==> src/rtl/mem_arbiter.sv <==
// -----------------------------------------------------------------------------
// mem_arbiter
//
// Purpose:
//   Lets two cache controllers share the single four-bank main memory: the
//   instruction-cache FSM (I-side) and the data-cache FSM (D-side). Ownership
//   is granted for a whole transaction. A transaction can be an evict followed
//   by a fill, and a requester holds its req high for all of it.
//   While a side owns the memory, its address, data and strobes go to the
//   memory. Read data, bank busy, stall and error go back to the owner only.
//   When the owner releases, the arbiter waits DRAIN_CYC idle cycles before
//   making a new grant. During that drain, read data still returning from the
//   memory is routed to the previous owner.
//
// Parameters:
//   DRAIN_CYC  idle cycles between a release and the next grant (must be >= 1)
//   CNT_W      width of the drain counter (must hold DRAIN_CYC)
//
// Ports:
//   clk, rst                      clock, synchronous active-high reset
//   i_req/d_req                   transaction request, held for whole transaction
//   i_addr/d_addr                 requester address
//   i_data_in/d_data_in           requester write data
//   i_wr/d_wr, i_rd/d_rd          requester write / read strobes
//   m_data_out, m_busy            memory read data, per-bank busy
//   m_stall, m_err                memory stall, memory error
//   m_addr, m_data_in             address / write data to memory
//   m_wr, m_rd                    strobes to memory
//   i_gnt/d_gnt                   side currently owns the memory
//   i_data_out/d_data_out         read data routed to each side
//   i_busy/d_busy                 bank busy seen by each side (4'hF when not owner)
//   i_stall/d_stall               stall to each side
//   i_err/d_err                   memory or protocol error to each side
//   arb_state                     current state (IDLE=00 GNT_I=01 GNT_D=10 DRAIN=11)
// -----------------------------------------------------------------------------
module mem_arbiter #(
    parameter int DRAIN_CYC = 2,
    parameter int CNT_W     = 3
) (
    input  logic        clk,
    input  logic        rst,

    input  logic        i_req,
    input  logic [15:0] i_addr,
    input  logic [15:0] i_data_in,
    input  logic        i_wr,
    input  logic        i_rd,

    input  logic        d_req,
    input  logic [15:0] d_addr,
    input  logic [15:0] d_data_in,
    input  logic        d_wr,
    input  logic        d_rd,

    input  logic [15:0] m_data_out,
    input  logic [3:0]  m_busy,
    input  logic        m_stall,
    input  logic        m_err,

    output logic [15:0] m_addr,
    output logic [15:0] m_data_in,
    output logic        m_wr,
    output logic        m_rd,

    output logic        i_gnt,
    output logic        d_gnt,
    output logic [15:0] i_data_out,
    output logic [15:0] d_data_out,
    output logic [3:0]  i_busy,
    output logic [3:0]  d_busy,
    output logic        i_stall,
    output logic        d_stall,
    output logic        i_err,
    output logic        d_err,
    output logic [1:0]  arb_state
);

    typedef enum logic [1:0] {
        IDLE  = 2'b00,
        GNT_I = 2'b01,
        GNT_D = 2'b10,
        DRAIN = 2'b11
    } state_t;

    // Side encoding, used for last_owner and for the response / grant owner.
    localparam logic SIDE_I = 1'b0;
    localparam logic SIDE_D = 1'b1;

    state_t           state_q, state_d;
    logic [CNT_W-1:0] cnt_q, cnt_d;
    logic             last_q, last_d;

    // -------------------------------------------------------------------------
    // Arbitration decision, shared by IDLE and the last cycle of DRAIN.
    // On a tie, the side that did not own the memory last wins.
    // -------------------------------------------------------------------------
    state_t arb_pick;

    always_comb begin
        arb_pick = IDLE;
        if (i_req && d_req) begin
            arb_pick = (last_q == SIDE_I) ? GNT_D : GNT_I;
        end else if (i_req) begin
            arb_pick = GNT_I;
        end else if (d_req) begin
            arb_pick = GNT_D;
        end
    end

    // -------------------------------------------------------------------------
    // State register
    // -------------------------------------------------------------------------
    always_ff @(posedge clk) begin
        if (rst) begin
            state_q <= IDLE;
            cnt_q   <= '0;
            last_q  <= SIDE_I;   // so the D-side wins the first tie
        end else begin
            state_q <= state_d;
            cnt_q   <= cnt_d;
            last_q  <= last_d;
        end
    end

    // -------------------------------------------------------------------------
    // Next state. An owner keeps the memory until it drops its req.
    // The other side's req is ignored until the drain has finished.
    // -------------------------------------------------------------------------
    always_comb begin
        state_d = state_q;
        cnt_d   = cnt_q;
        last_d  = last_q;
        unique case (state_q)
            IDLE: begin
                state_d = arb_pick;
            end
            GNT_I: begin
                if (!i_req) begin
                    state_d = DRAIN;
                    cnt_d   = CNT_W'(DRAIN_CYC);
                    last_d  = SIDE_I;
                end
            end
            GNT_D: begin
                if (!d_req) begin
                    state_d = DRAIN;
                    cnt_d   = CNT_W'(DRAIN_CYC);
                    last_d  = SIDE_D;
                end
            end
            DRAIN: begin
                // The counter reads 1 in the final drain cycle. The next grant
                // is decided then, so no extra cycle is spent in IDLE.
                if (cnt_q == CNT_W'(1)) begin
                    state_d = arb_pick;
                    cnt_d   = '0;
                end else begin
                    cnt_d   = cnt_q - CNT_W'(1);
                end
            end
            default: begin
                state_d = IDLE;
            end
        endcase
    end

    // -------------------------------------------------------------------------
    // Ownership decode.
    // grant_*: the side whose strobes reach the memory (GNT_x only).
    // resp_*:  the side that receives memory responses. This includes the
    //          previous owner during DRAIN, so that late read data reaches it.
    // -------------------------------------------------------------------------
    logic grant_vld;
    logic grant_side;
    logic resp_vld;
    logic resp_side;

    always_comb begin
        grant_vld  = (state_q == GNT_I) || (state_q == GNT_D);
        grant_side = (state_q == GNT_D) ? SIDE_D : SIDE_I;
        resp_vld   = grant_vld || (state_q == DRAIN);
        resp_side  = grant_vld ? grant_side : last_q;
    end

    // -------------------------------------------------------------------------
    // Memory-side mux
    // -------------------------------------------------------------------------
    logic [15:0] sel_addr;
    logic [15:0] sel_data;
    logic        sel_wr;
    logic        sel_rd;
    logic        proto_err;

    always_comb begin
        sel_addr  = (grant_side == SIDE_D) ? d_addr    : i_addr;
        sel_data  = (grant_side == SIDE_D) ? d_data_in : i_data_in;
        sel_wr    = (grant_side == SIDE_D) ? d_wr      : i_wr;
        sel_rd    = (grant_side == SIDE_D) ? d_rd      : i_rd;
        // Read and write strobed together is a protocol error. Both strobes
        // are suppressed so that the memory never sees an ambiguous command.
        proto_err = grant_vld && sel_wr && sel_rd;
    end

    always_comb begin
        m_addr    = grant_vld ? sel_addr : '0;
        m_data_in = grant_vld ? sel_data : '0;
        m_wr      = grant_vld && sel_wr && !sel_rd;
        m_rd      = grant_vld && sel_rd && !sel_wr;
    end

    // -------------------------------------------------------------------------
    // Per-side return routing. Index 0 is the I-side and index 1 is the D-side.
    // -------------------------------------------------------------------------
    logic [1:0]  side_req;
    logic [15:0] side_data_out [2];
    logic [3:0]  side_busy     [2];
    logic [1:0]  side_stall;
    logic [1:0]  side_err;

    assign side_req = {d_req, i_req};

    for (genvar gi = 0; gi < 2; gi++) begin : g_side
        localparam logic SIDE = (gi == 1) ? SIDE_D : SIDE_I;

        logic is_resp;
        logic is_gnt;

        assign is_resp = resp_vld  && (resp_side  == SIDE);
        assign is_gnt  = grant_vld && (grant_side == SIDE);

        assign side_data_out[gi] = is_resp ? m_data_out : 16'h0000;
        // A non-owner sees every bank as busy, so it never starts an access.
        assign side_busy[gi]     = is_resp ? m_busy : 4'hF;
        assign side_err[gi]      = is_resp && (m_err || (is_gnt && proto_err));
        // Only the granted side follows the memory stall. Any other side that
        // is requesting is held off until it is granted, and this includes a
        // previous owner that re-requests during DRAIN.
        assign side_stall[gi]    = is_gnt ? m_stall : side_req[gi];
    end

    assign i_data_out = side_data_out[0];
    assign d_data_out = side_data_out[1];
    assign i_busy     = side_busy[0];
    assign d_busy     = side_busy[1];
    assign i_err      = side_err[0];
    assign d_err      = side_err[1];
    assign i_stall    = side_stall[0];
    assign d_stall    = side_stall[1];

    assign i_gnt      = (state_q == GNT_I);
    assign d_gnt      = (state_q == GNT_D);
    assign arb_state  = state_q;

endmodule

==> config.mk <==
export PLATFORM = sky130hd
export DESIGN_NAME = mem_arbiter
export DESIGN_NICKNAME = d
export VERILOG_FILES = /design/src/rtl/mem_arbiter.sv
export SDC_FILE = /design/constraint.sdc
export NUM_CORES = 1
export LEC_CHECK = 0
export CAP_MARGIN = 10
export CORE_AREA = 2 2 69 71
export CTS_CLUSTER_DIAMETER = 200
export CTS_CLUSTER_SIZE = 10
export DETAILED_ROUTE_END_ITERATION = 8
export DIE_AREA = 0 0 71 73
export DONT_BUFFER_PORTS = 1
export HOLD_SLACK_MARGIN = 0.02
export SYNTH_ARGS = -nofsm -noshare
export SYNTH_HDL_FRONTEND = slang
export SYNTH_SLANG_ARGS = --single-unit
==> constraint.sdc <==
create_clock -name clk -period 3.5 [get_ports clk]
set_input_delay 0.875 -clock clk [delete_from_list [all_inputs] [get_ports clk]]
set_output_delay 0.875 -clock clk [all_outputs]
set_load 0.005 [all_outputs]
Word-level counts from Yosys, hierarchy flattened:

Cells that the tools add are included.

* bits in registers: 6
* input bits: 94
* output and inout port bits: 82

* multiplexer cells: 29
* bitwise gates (word level): 2
* reduce and logical (&&, ||, !) cells: 26
* add/sub/neg operators: 1
* eq/ne operators: 7

Operator list (count)
* 16-bit two-way mux: 6
* 1-bit logical AND: 14
* 2-bit two-way mux: 7
* 3-bit two-way mux: 3
* 3-bit one-hot mux with 3 select lines: 1
* 3-bit AND reduction: 3
* 1-bit two-way mux: 8
* 4-bit two-way mux: 2
* 2-bit one-hot mux with 4 select lines: 1
* 2-bit != test, second input constant: 3
* 2-bit equality test, second input constant: 2
* 1-bit logical OR: 4
* 3-bit by 1-bit equality test with 1-bit output, second input constant: 1
* 3-bit nonzero test: 1
* 3-bit by 1-bit subtractor with 3-bit output, second input constant: 1
* 2-bit by 1-bit equality test with 1-bit output, second input constant: 1
* 1-bit logical NOT: 2
* 2-bit logical NOT: 1
* 1-bit NOT: 2
* 1-bit one-hot mux with 2 select lines: 1
* 2-bit nonzero test: 1

Logic depth before layout (Yosys ltp):

Gate-level depths: netlist of run 1.

* depth in word-level cells: 8
* gate-level depth with buffers: 6

Least setup slack after synthesis of run 1:

OpenSTA, ideal clock, no wires.

* path type: reg2out
* start: reg state_q[0], in the netlist arb_state[0]
* end: out i_data_out[0]
* path slack: 0.995 ns
* cell stages (with the launch flop): 7
* arrival: 1.630 ns
* cell sequence: dfxtp_1 inv_1 ha_1 mux2i_1 and2b_1 buf_2 and2_1

* longest elaborated chain between the ends: 6
* elaborated cells between the ends (all ways): 10
* classes of those cells: 3 x eq/ne; 3 x mux; 1 x bitwise; 3 x reduce/logical

Ends and longest elaborated chain
* start: declaration: RTL line 89 `state_t state_q, state_d;`
* start signal: assignment: RTL line 119 `state_q <= state_d;`
* 2-bit equality test / 2-bit by 1-bit equality test with 1-bit output (equally long branches): RTL line 179, 180
* 1-bit two-way mux / 1-bit logical OR (equally long branches): RTL line 180, 179
* 1-bit two-way mux: RTL line 182 `resp_side = grant_vld ? grant_side : last_q;`
* 1-bit NOT: RTL line 228 `assign is_resp = resp_vld && (resp_side == SIDE);`
* 1-bit logical AND *: RTL line 228
* 16-bit two-way mux *: RTL line 231 `assign side_data_out[gi] = is_resp ? m_data_out : 16'h0000;`
* end: declaration: RTL line 67 `output logic [15:0] i_data_out,`

Every way passes the cells marked *; elsewhere a longest branch is shown, timed or not.

Worst setup path in the final report of run 1:

* start: reg state_q[1], in the netlist arb_state[1]
* end: out i_data_out[7]

Same word-level chain as after synthesis.

==> results.yml, run 1 <==
outcome:
  status: "finished clean"
placement:
  place.gp.congestion: 0.714
  place_inst: 217
  portBuffers: 0
  dp_hpwl_mm: 2.95
finish:
  stdcell_count: 220
  drive_gt1_frac: 0.0663
  final_common_cell: "mux2i_1"
  syn_to_final_growth_pct: 6.77
  n_antenna_cell: 0
  layout_common_cells: "34 x mux2i_1, 32 x and2_1, 32 x nor2b_1"
  layout.nets: 270
cts:
  cts_hold_buf: 0
  cts_tree: "yes"
  post-cts-setup-buffers: 0
  clk_pin_slew_ps: 40
  h-tree-depth: 1
  clock_latency_ps: 230
  cts_buffer_depth: 2
  numCtsBuffers: 3
  numClockSinks: 6
  cts_root_buffer: "clkbuf_8"
  cts_resized: 0
floorplanning:
  core_area_um2: 4540
  initial_core_util: 0.293
  die_h_um: 73
  num_rows: 25
  die_x_um: 71
  pin_count: 176
  die_area_um2: 5180
logic_synthesis:
  ys_seq_area_frac: 0.0903
  synth_area_um2: 1330
  synth_edf_count: 0
  synth_warnings: 0
  async_flop_share: 0
  synth-seq-cells: 6
  synth_cell_type_count: 30
  syn_area_per_cell_um2: 7.73
  synthFlopType: "dfxtp_1"
  syn-num-nets: 274
  netlist_instances: 172
routing:
  num_vias: 1184
  vias_per_cell: 5.38
  wl_per_cell_um: 16.2
  wirelength_mm: 3.56
  remaining_drc_errors: 0
  drt_iter0_drc: 20
  ant_nets: 0
  firstDrtPassIters: 4
global_routing:
  first_global_vias: 1003
  antenna_found_initial: 0
  grt_pass1_wl_mm: 4.84
  grt_max_degree: 39
  grt-ovfl-total: 0
  track_usage: 0.114
critical_path:
  path_max_fanout: 21
  cp.required_ps: 2620
  crit_path_end_kind: "output pin"
  crit_arrival_ps: 2290
  max_stage_delay_ps: 500
  crit_path_cell_trace: "inv_1, ha_1, mux2i_1, and2b_1, and2_1"
  critPathLaunchType: "flop"
  worst-r2r-setup-slack_ps: 1700
  critPathKind: "reg -> out"
  crit_path_top_delay_cell: "and2b_1"
sta:
  rsz0062_at_grt: "no"
  hold_viol: 0
  fmax_mhz: 315
  skew_ps: 1.27
  slew_headroom: 0.557
  maxSlewViolCount: 0
  setup_viol: 0
  fin_setup_tns_ps: 0
  tightestPinTransition_ps: 662
  min_period_ps: 3170
  post-route-period-util: 0.906
power:
  ir_drop_mv: 0.286
  leakagePower_nw: 0.527
  powerDensity_nw_per_um2: 842
job:
  drv_cap: 0
min_path:
  hold_path_class: "reg -> reg"
-- per-layer routing --
layer / track usage / vias up / wire, um / part of all wire
met5: 0 / - / 0 / 0
met4: 0.00419 / 0 / 0 / 0
met3: 0.0318 / 0 / 297 / 0.084
met2: 0.195 / 88 / 1800 / 0.51
met1: 0.152 / 525 / 1460 / 0.41
li1: - / 571 / - / -
-- report_power, final --
group | switching, mW | total, mW | internal (mW)
clock network | 0.0322 | 0.106 | 0.0741
registers | 0.0259 | 0.116 | 0.0896
logic | 0.544 | 0.974 | 0.430
total | 0.602 | 1.20 | 0.594
-- layout make-up --
cell class                      instances  area (um^2)
Fill cell                             460         3120
Multi-Input combinational cell        150         1140
Sequential cell                         6          120
Tap cell                               54         67.6
Clock buffer                            3         41.3
Timing Repair Buffer                    2         27.5
Inverter                                5         18.8
-- cells in the mapped netlist, types with 2 or more instances --
cell / count / share of area
inv_1: 5 / 0.014
a21oi_1: 5 / 0.019
nor2_1: 6 / 0.017
or3_1: 4 / 0.019
nand2b_1: 7 / 0.033
nor3_1: 2 / 0.0075
ha_1: 8 / 0.075
nor2b_1: 32 / 0.15
buf_2: 6 / 0.023
clkbuf_1: 5 / 0.014
and2_1: 32 / 0.15
dfxtp_1: 6 / 0.090
a211oi_1: 2 / 0.011
mux2_2: 3 / 0.025
mux2i_1: 34 / 0.26
-- registers in the layout, indices dropped and copies added, names as in the netlist --
name and cells:
arb_state 2, last_q 1, cnt_q 3
-- kinds of logic after synthesis --
| group | synth area share |
|---|---|
| compound gates | 0.0771 |
| fa+ha+maj | 0.0753 |
| buf+inv | 0.0508 |
| flops | 0.0903 |
| mux | 0.281 |
| simple gates | 0.425 |
-- worst max-delay path, delay by kind of cell, from the launching register on --
family | cells | cell delay, ps
and+or+nand+nor | 2 | 730
DFF | 1 | 440
adders and majority gates | 1 | 330
muxes | 1 | 450
buffers and inverters | 1 | 120
-- final timing paths --
| path | end | from | depth (start not counted) |
|---|---|---|---|
| worst max-delay path | i_data_out[7] | arb_state[1] | 5 |
| worst min-delay path | cnt_q[0] | cnt_q[0] | 2 |
| worst max register to register | cnt_q[2] | arb_state[1] | 6 |
| worst min register to register | cnt_q[0] | cnt_q[0] | 2 |
-- through the flow --
step | power [mW] | utilization | worst slack (ps) | area, um^2 | hold slack (ps)
final | 1.20 | 0.313 | 330 | 1420 | 484
after global routing | 1.32 | 0.313 | 9.63 | 1420 | 517
after CTS | 1.22 | 0.313 | 281 | 1420 | 485
after detailed placement | 1.11 | 0.304 | 536 | 1380 | 479
after global placement | 1.10 | 0.304 | 583 | 1380 | 477
after floorplan | 0.958 | - | 995 | 1330 | 462
No activity file was read; power rests on OpenSTA's default activity.
==> inputs of run 2 (changes only) <==
- REMOVE_ABC_BUFFERS: unset -> 1
==> run 2 against run 1 <==
Net effect:
- combinational power is 1% higher
- hold slack better by 6.6 ps
- die area stayed put
- highest routed layer is now met4
==> results.yml, run 2 (same netlist as run 1, synthesis figures left out) <==
outcome:
  status: "finished clean"
sta:
  maxSlewViolCount: 0
  fin_setup_tns_ps: 0
  tightestPinTransition_ps: 733
  slew_headroom: 0.510
  post-route-period-util: 0.900
  hold_viol: 0
  fmax_mhz: 318
  skew_ps: 2.44
  setup_viol: 0
  rsz0062_at_grt: "no"
  min_period_ps: 3150
critical_path:
  rr_worst_depth: 6
  cp.required_ps: 2620
  critPathKind: "reg -> out"
  path_max_fanout: 21
  critPathLaunchType: "flop"
  crit_arrival_ps: 2270
  crit_path_end_kind: "output pin"
finish:
  regMostFlops: "cnt_q"
  seqCellArea_um2: 120
  nFillCells: 474
  layout_common_cells: "34 x mux2i_1, 32 x and2_1, 32 x nor2b_1"
  n_antenna_cell: 0
  syn_to_final_growth_pct: 5.93
  largest_reg_flops: 3
  final_common_cell: "mux2i_1"
  multi_input_area_um2: 1150
  layout.nets: 270
  drive_gt1_frac: 0.0723
power:
  sw_frac_of_total: 0.516
  comb_power_share: 0.814
  clock_power_share: 0.089
  seqPwrFrac: 0.097
  switchingPower_uw: 623
  ir_drop_mv: 0.396
  leakagePower_nw: 0.523
  p_int_uw: 585
  powerDensity_nw_per_um2: 858
  total_power_mw: 1.21
floorplanning:
  die_h_um: 73
  pin_count: 176
  die_area_um2: 5180
  initial_core_util: 0.293
  die_x_um: 71
  core_area_um2: 4540
  num_rows: 25
global_routing:
  track_usage: 0.152
  grt_max_degree: 39
  grt-ovfl-total: 0
  grt_pass1_wl_mm: 6.05
  antenna_found_initial: 0
  first_global_vias: 1120
routing:
  vias_per_cell: 5.61
  firstDrtPassIters: 4
  drt-met1-wl_mm: 1.92
  dr_wl_met3_um: 461
  ant_nets: 0
  wl_met2_mm: 1.99
  wl_per_cell_um: 20.0
  wirelength_mm: 4.41
  drt_iter0_drc: 32
  maxUsedRoutingLayer: "met4"
  num_vias: 1234
  remaining_drc_errors: 0
placement:
  portBuffers: 0
  dp_hpwl_mm: 3.70
  place.gp.congestion: 0.790
cts:
  cts_root_buffer: "clkbuf_8"
  cts_buffer_depth: 2
  clk_pin_slew_ps: 40
  h-tree-depth: 1
  numCtsBuffers: 3
  post-cts-setup-buffers: 0
  clock_latency_ps: 230
  numClockSinks: 6
  cts_tree: "yes"
min_path:
  whs_path_depth: 2
  hold_path_class: "reg -> reg"
job:
  drv_cap: 0
==> run 2: changes by cell type in the layout (fill, tap and decap cells not counted) <==
| cell | before | now |
|---|---|---|
| buf_12 | 1 | 0 |
| and2b_2 | 0 | 1 |
| and2b_1 | 1 | 0 |
| buf_4 | 1 | 2 |
==> run 2: power groups by stage <==
| stage | Combinational [mW] | Sequential, mW | Clock (mW) |
|---|---|---|---|
| after floorplan | 0.817 | 0.111 | 0 |
| after global placement | 0.983 | 0.116 | 0 |
| after detailed placement | 1.00 | 0.117 | 0 |
| after CTS | 1.00 | 0.117 | 0.110 |
| after global routing | 1.10 | 0.122 | 0.114 |
| final | 0.984 | 0.117 | 0.108 |
==> run 2: repair_timing <==
action | CTS | global route
hold buffers | 0 | 0
resized for setup | 0 | 1
setup endpoints to repair | 0 | 20
==> run 2: final timing paths <==
path	start	endpoint	slack, ps
min	cnt_q[0]	cnt_q[0]	490
max reg2reg	arb_state[1]	cnt_q[2]	1690
max	arb_state[0]	i_data_out[7]	350
min reg2reg	cnt_q[0]	cnt_q[0]	490
==> run 2: area by class of cell <==
| cell class | count | area share |
|---|---|---|
| multi-input combinational | 150 | 0.814 |
| tap | 54 | 0.0480 |
| clock buffer | 3 | 0.0293 |
| timing repair buffer | 2 | 0.0107 |
| inverter | 5 | 0.0133 |
| sequential | 6 | 0.0853 |
==> run 2: layer usage <==
| metal | track usage | vias up |
|---|---|---|
| met3 | 0.0428 | 4 |
| met4 | 0.0377 | 0 |
| met2 | 0.243 | 83 |
| li1 | - | 573 |
| met1 | 0.203 | 574 |
| met5 | 0 | - |
==> run 2: critical path: stages (launching register included) <==
cell     delay, ps
dfxtp_1        440
inv_1          120
ha_1           330
mux2i_1        490
and2b_2        450
and2_1         200
==> run 2: per-stage QoR <==
stage / utilization / worst slack (ps) / instance area, um^2 / hold WS [ps] / std cells
3_3_place_gp: 0.301 / 568 / 1370 / 478 / 217
6_report: 0.311 / 351 / 1410 / 491 / 220
2_1_floorplan: - / 92.8 / 1280 / 462 / 161
5_1_grt: 0.311 / 92.3 / 1410 / 514 / 220
4_1_cts: 0.310 / 109 / 1410 / 495 / 220
3_5_place_dp: 0.301 / 362 / 1370 / 483 / 217
==> inputs of run 3 (changes only) <==
- ABC_AREA: unset -> 1
- PLACE_DENSITY: unset -> 0.45
==> run 3 against run 2 <==
Net effect:
- combinational power increased by 9.8%
- routed wire length decreased by 7.1%
- clock power about the same
- register-to-register slack improved by 320 ps
- first-iteration DRC count increased by 91%
- flip-flop and latch count unchanged
- die area unchanged
- fmax increased by 9.0%
- sequential power increased by 8%
==> results.yml, run 3 <==
outcome:
  status: "finished clean"
sta:
  fmax_mhz: 346
  min_period_ps: 2890
  fin_setup_tns_ps: 0
  slew_headroom: 0.636
  tightestPinTransition_ps: 546
  post-route-period-util: 0.825
  skew_ps: 5.03
  rsz0062_at_grt: "no"
  maxSlewViolCount: 0
  setup_viol: 0
  hold_viol: 0
logic_synthesis:
  synth_cell_type_count: 20
  synth.largest_area_cell: "nor2_1"
  syn_area_per_cell_um2: 4.97
  yosys-top-cells-area: "nor2_1 27%, o21ai_0 14%, inv_1 11%, nand2_1 11%, dfxtp_1 9.1%"
  synth_area_um2: 1320
  synth-seq-cells: 6
  netlist_instances: 266
  synth_edf_count: 0
  netlist.area_leader.share: 0.270
  synth_commonest_cells: "95 x nor2_1, 40 x inv_1, 40 x nand2_1"
  async_flop_share: 0
  synthFlopType: "dfxtp_1"
  ys_seq_area_frac: 0.0908
  synth_most_common_cell: "nor2_1"
  synth_warnings: 0
routing:
  wl_per_cell_um: 13.1
  drt_iter0_drc: 61
  vias_per_cell: 4.93
  firstDrtPassIters: 4
  remaining_drc_errors: 0
  ant_nets: 0
  num_vias: 1538
  wirelength_mm: 4.10
placement:
  portBuffers: 0
  dp_hpwl_mm: 3.37
  place_inst: 309
  place.gp.congestion: 0.793
cts:
  cts_buffer_depth: 2
  clk_pin_slew_ps: 40
  clock_latency_ps: 230
  cts_hold_buf: 0
  cts_resized: 0
  numCtsBuffers: 3
  cts_tree: "yes"
  numClockSinks: 6
  cts_root_buffer: "clkbuf_8"
  h-tree-depth: 1
  post-cts-setup-buffers: 0
critical_path:
  r2r-end: "arb_state[0]"
  crit_arrival_ps: 2010
  critPathKind: "reg -> out"
  critPathLaunchType: "flop"
  worst-r2r-setup-slack_ps: 2010
  crit_path_end_kind: "output pin"
  cp.required_ps: 2620
  rr_worst_depth: 6
  path_max_fanout: 34
  reg2reg_from: "arb_state[0]"
  setup.worst_path.start: "arb_state[0]"
finish:
  drive_gt1_frac: 0.0853
  regMostFlops: "cnt_q"
  stdcell_count: 312
  layout.nets: 362
  nFillCells: 546
  final_util: 0.301
  largest_reg_flops: 3
  n_antenna_cell: 0
  final_common_cell: "nor2_1"
  layout_common_cells: "95 x nor2_1, 40 x inv_1, 40 x nand2_1"
  syn_to_final_growth_pct: 3.31
min_path:
  min_to: "cnt_q[1]"
  hold_path_class: "reg -> reg"
  hp-start: "cnt_q[1]"
  whs_path_depth: 2
floorplanning:
  die_h_um: 73
  initial_core_util: 0.292
  pin_count: 176
  die_x_um: 71
  num_rows: 25
  die_area_um2: 5180
  core_area_um2: 4540
power:
  ir_drop_mv: 0.322
  powerDensity_nw_per_um2: 960
  leakagePower_nw: 0.758
global_routing:
  antenna_found_initial: 0
  first_global_vias: 1197
  grt_max_degree: 35
  track_usage: 0.136
  grt_pass1_wl_mm: 5.71
  grt-ovfl-total: 0
job:
  drv_cap: 0
==> run 3: cell count changes in the layout (fill, tap and decap cells not counted), sizes merged, moves of 31 or more <==
cell / previous run / this run
and2: 32 / 1
inv: 5 / 42
mux2i: 34 / 0
nand2: 1 / 42
nor2: 6 / 107
nor2b: 32 / 0
o21ai: 1 / 38
==> run 3: cells by family after synthesis <==
kind of cell               synth area share
adders and majority gates            0.0757
DFF                                  0.0908
AOI/OAI and AO/OA                     0.171
buffers and inverters                 0.182
and+or+nand+nor                       0.481
==> run 3: critical path: stages, from the launching register on <==
cell,delay (ps)
dfxtp_1,420
inv_1,120
ha_1,330
inv_2,450
nand2_1,130
nand2_1,120
and2_1,190
==> run 3: power breakdown <==
| group | internal (mW) | leakage [nW] | total, mW | switching (mW) |
|---|---|---|---|---|
| sequential | 0.0989 | 0.0497 | 0.126 | 0.0274 |
| clock | 0.0741 | 0.0216 | 0.106 | 0.0317 |
| combinational | 0.294 | 0.687 | 1.08 | 0.785 |
| total | 0.467 | 0.758 | 1.31 | 0.844 |
==> run 3: metrics by stage <==
stage               setup WS [ps]  hold slack (ps)  total power, mW  instance area [um^2]
detailed placement            837              487             1.22                  1330
floorplan                     653              456            0.979                  1240
global route                  382              521             1.48                  1370
finish                        611              487             1.31                  1370
CTS                           594              492             1.33                  1370
global placement              893              483             1.22                  1330
==> run 3: how the worst max path moves through the flow <==
stage | endpoint | cells past startpoint | slack, ps
after floorplan | d_err | 8 | 650
after global placement | m_rd | 7 | 890
after detailed placement | m_rd | 7 | 840
after CTS | m_wr | 6 | 590
after global routing | d_err | 8 | 380
final | m_wr | 6 | 610
==> run 3: layout make-up <==
cell class	count	area, um^2	share of cell area
Clock buffer	3	41.3	0.0302
Inverter	42	160	0.117
Multi-Input combinational cell	205	962	0.704
Sequential cell	6	120	0.0879
Tap cell	54	67.6	0.0495
Timing Repair Buffer	2	15.0	0.0110
==> run 3: metal layers <==
metal / vias to the layer above / GRT usage / routed length (um)
li1: 782 / - / -
met2: 74 / 0.229 / 2010
met3: 5 / 0.0193 / 368
met4: 0 / 0.0377 / 37
met5: - / 0 / 0
met1: 677 / 0.181 / 1680
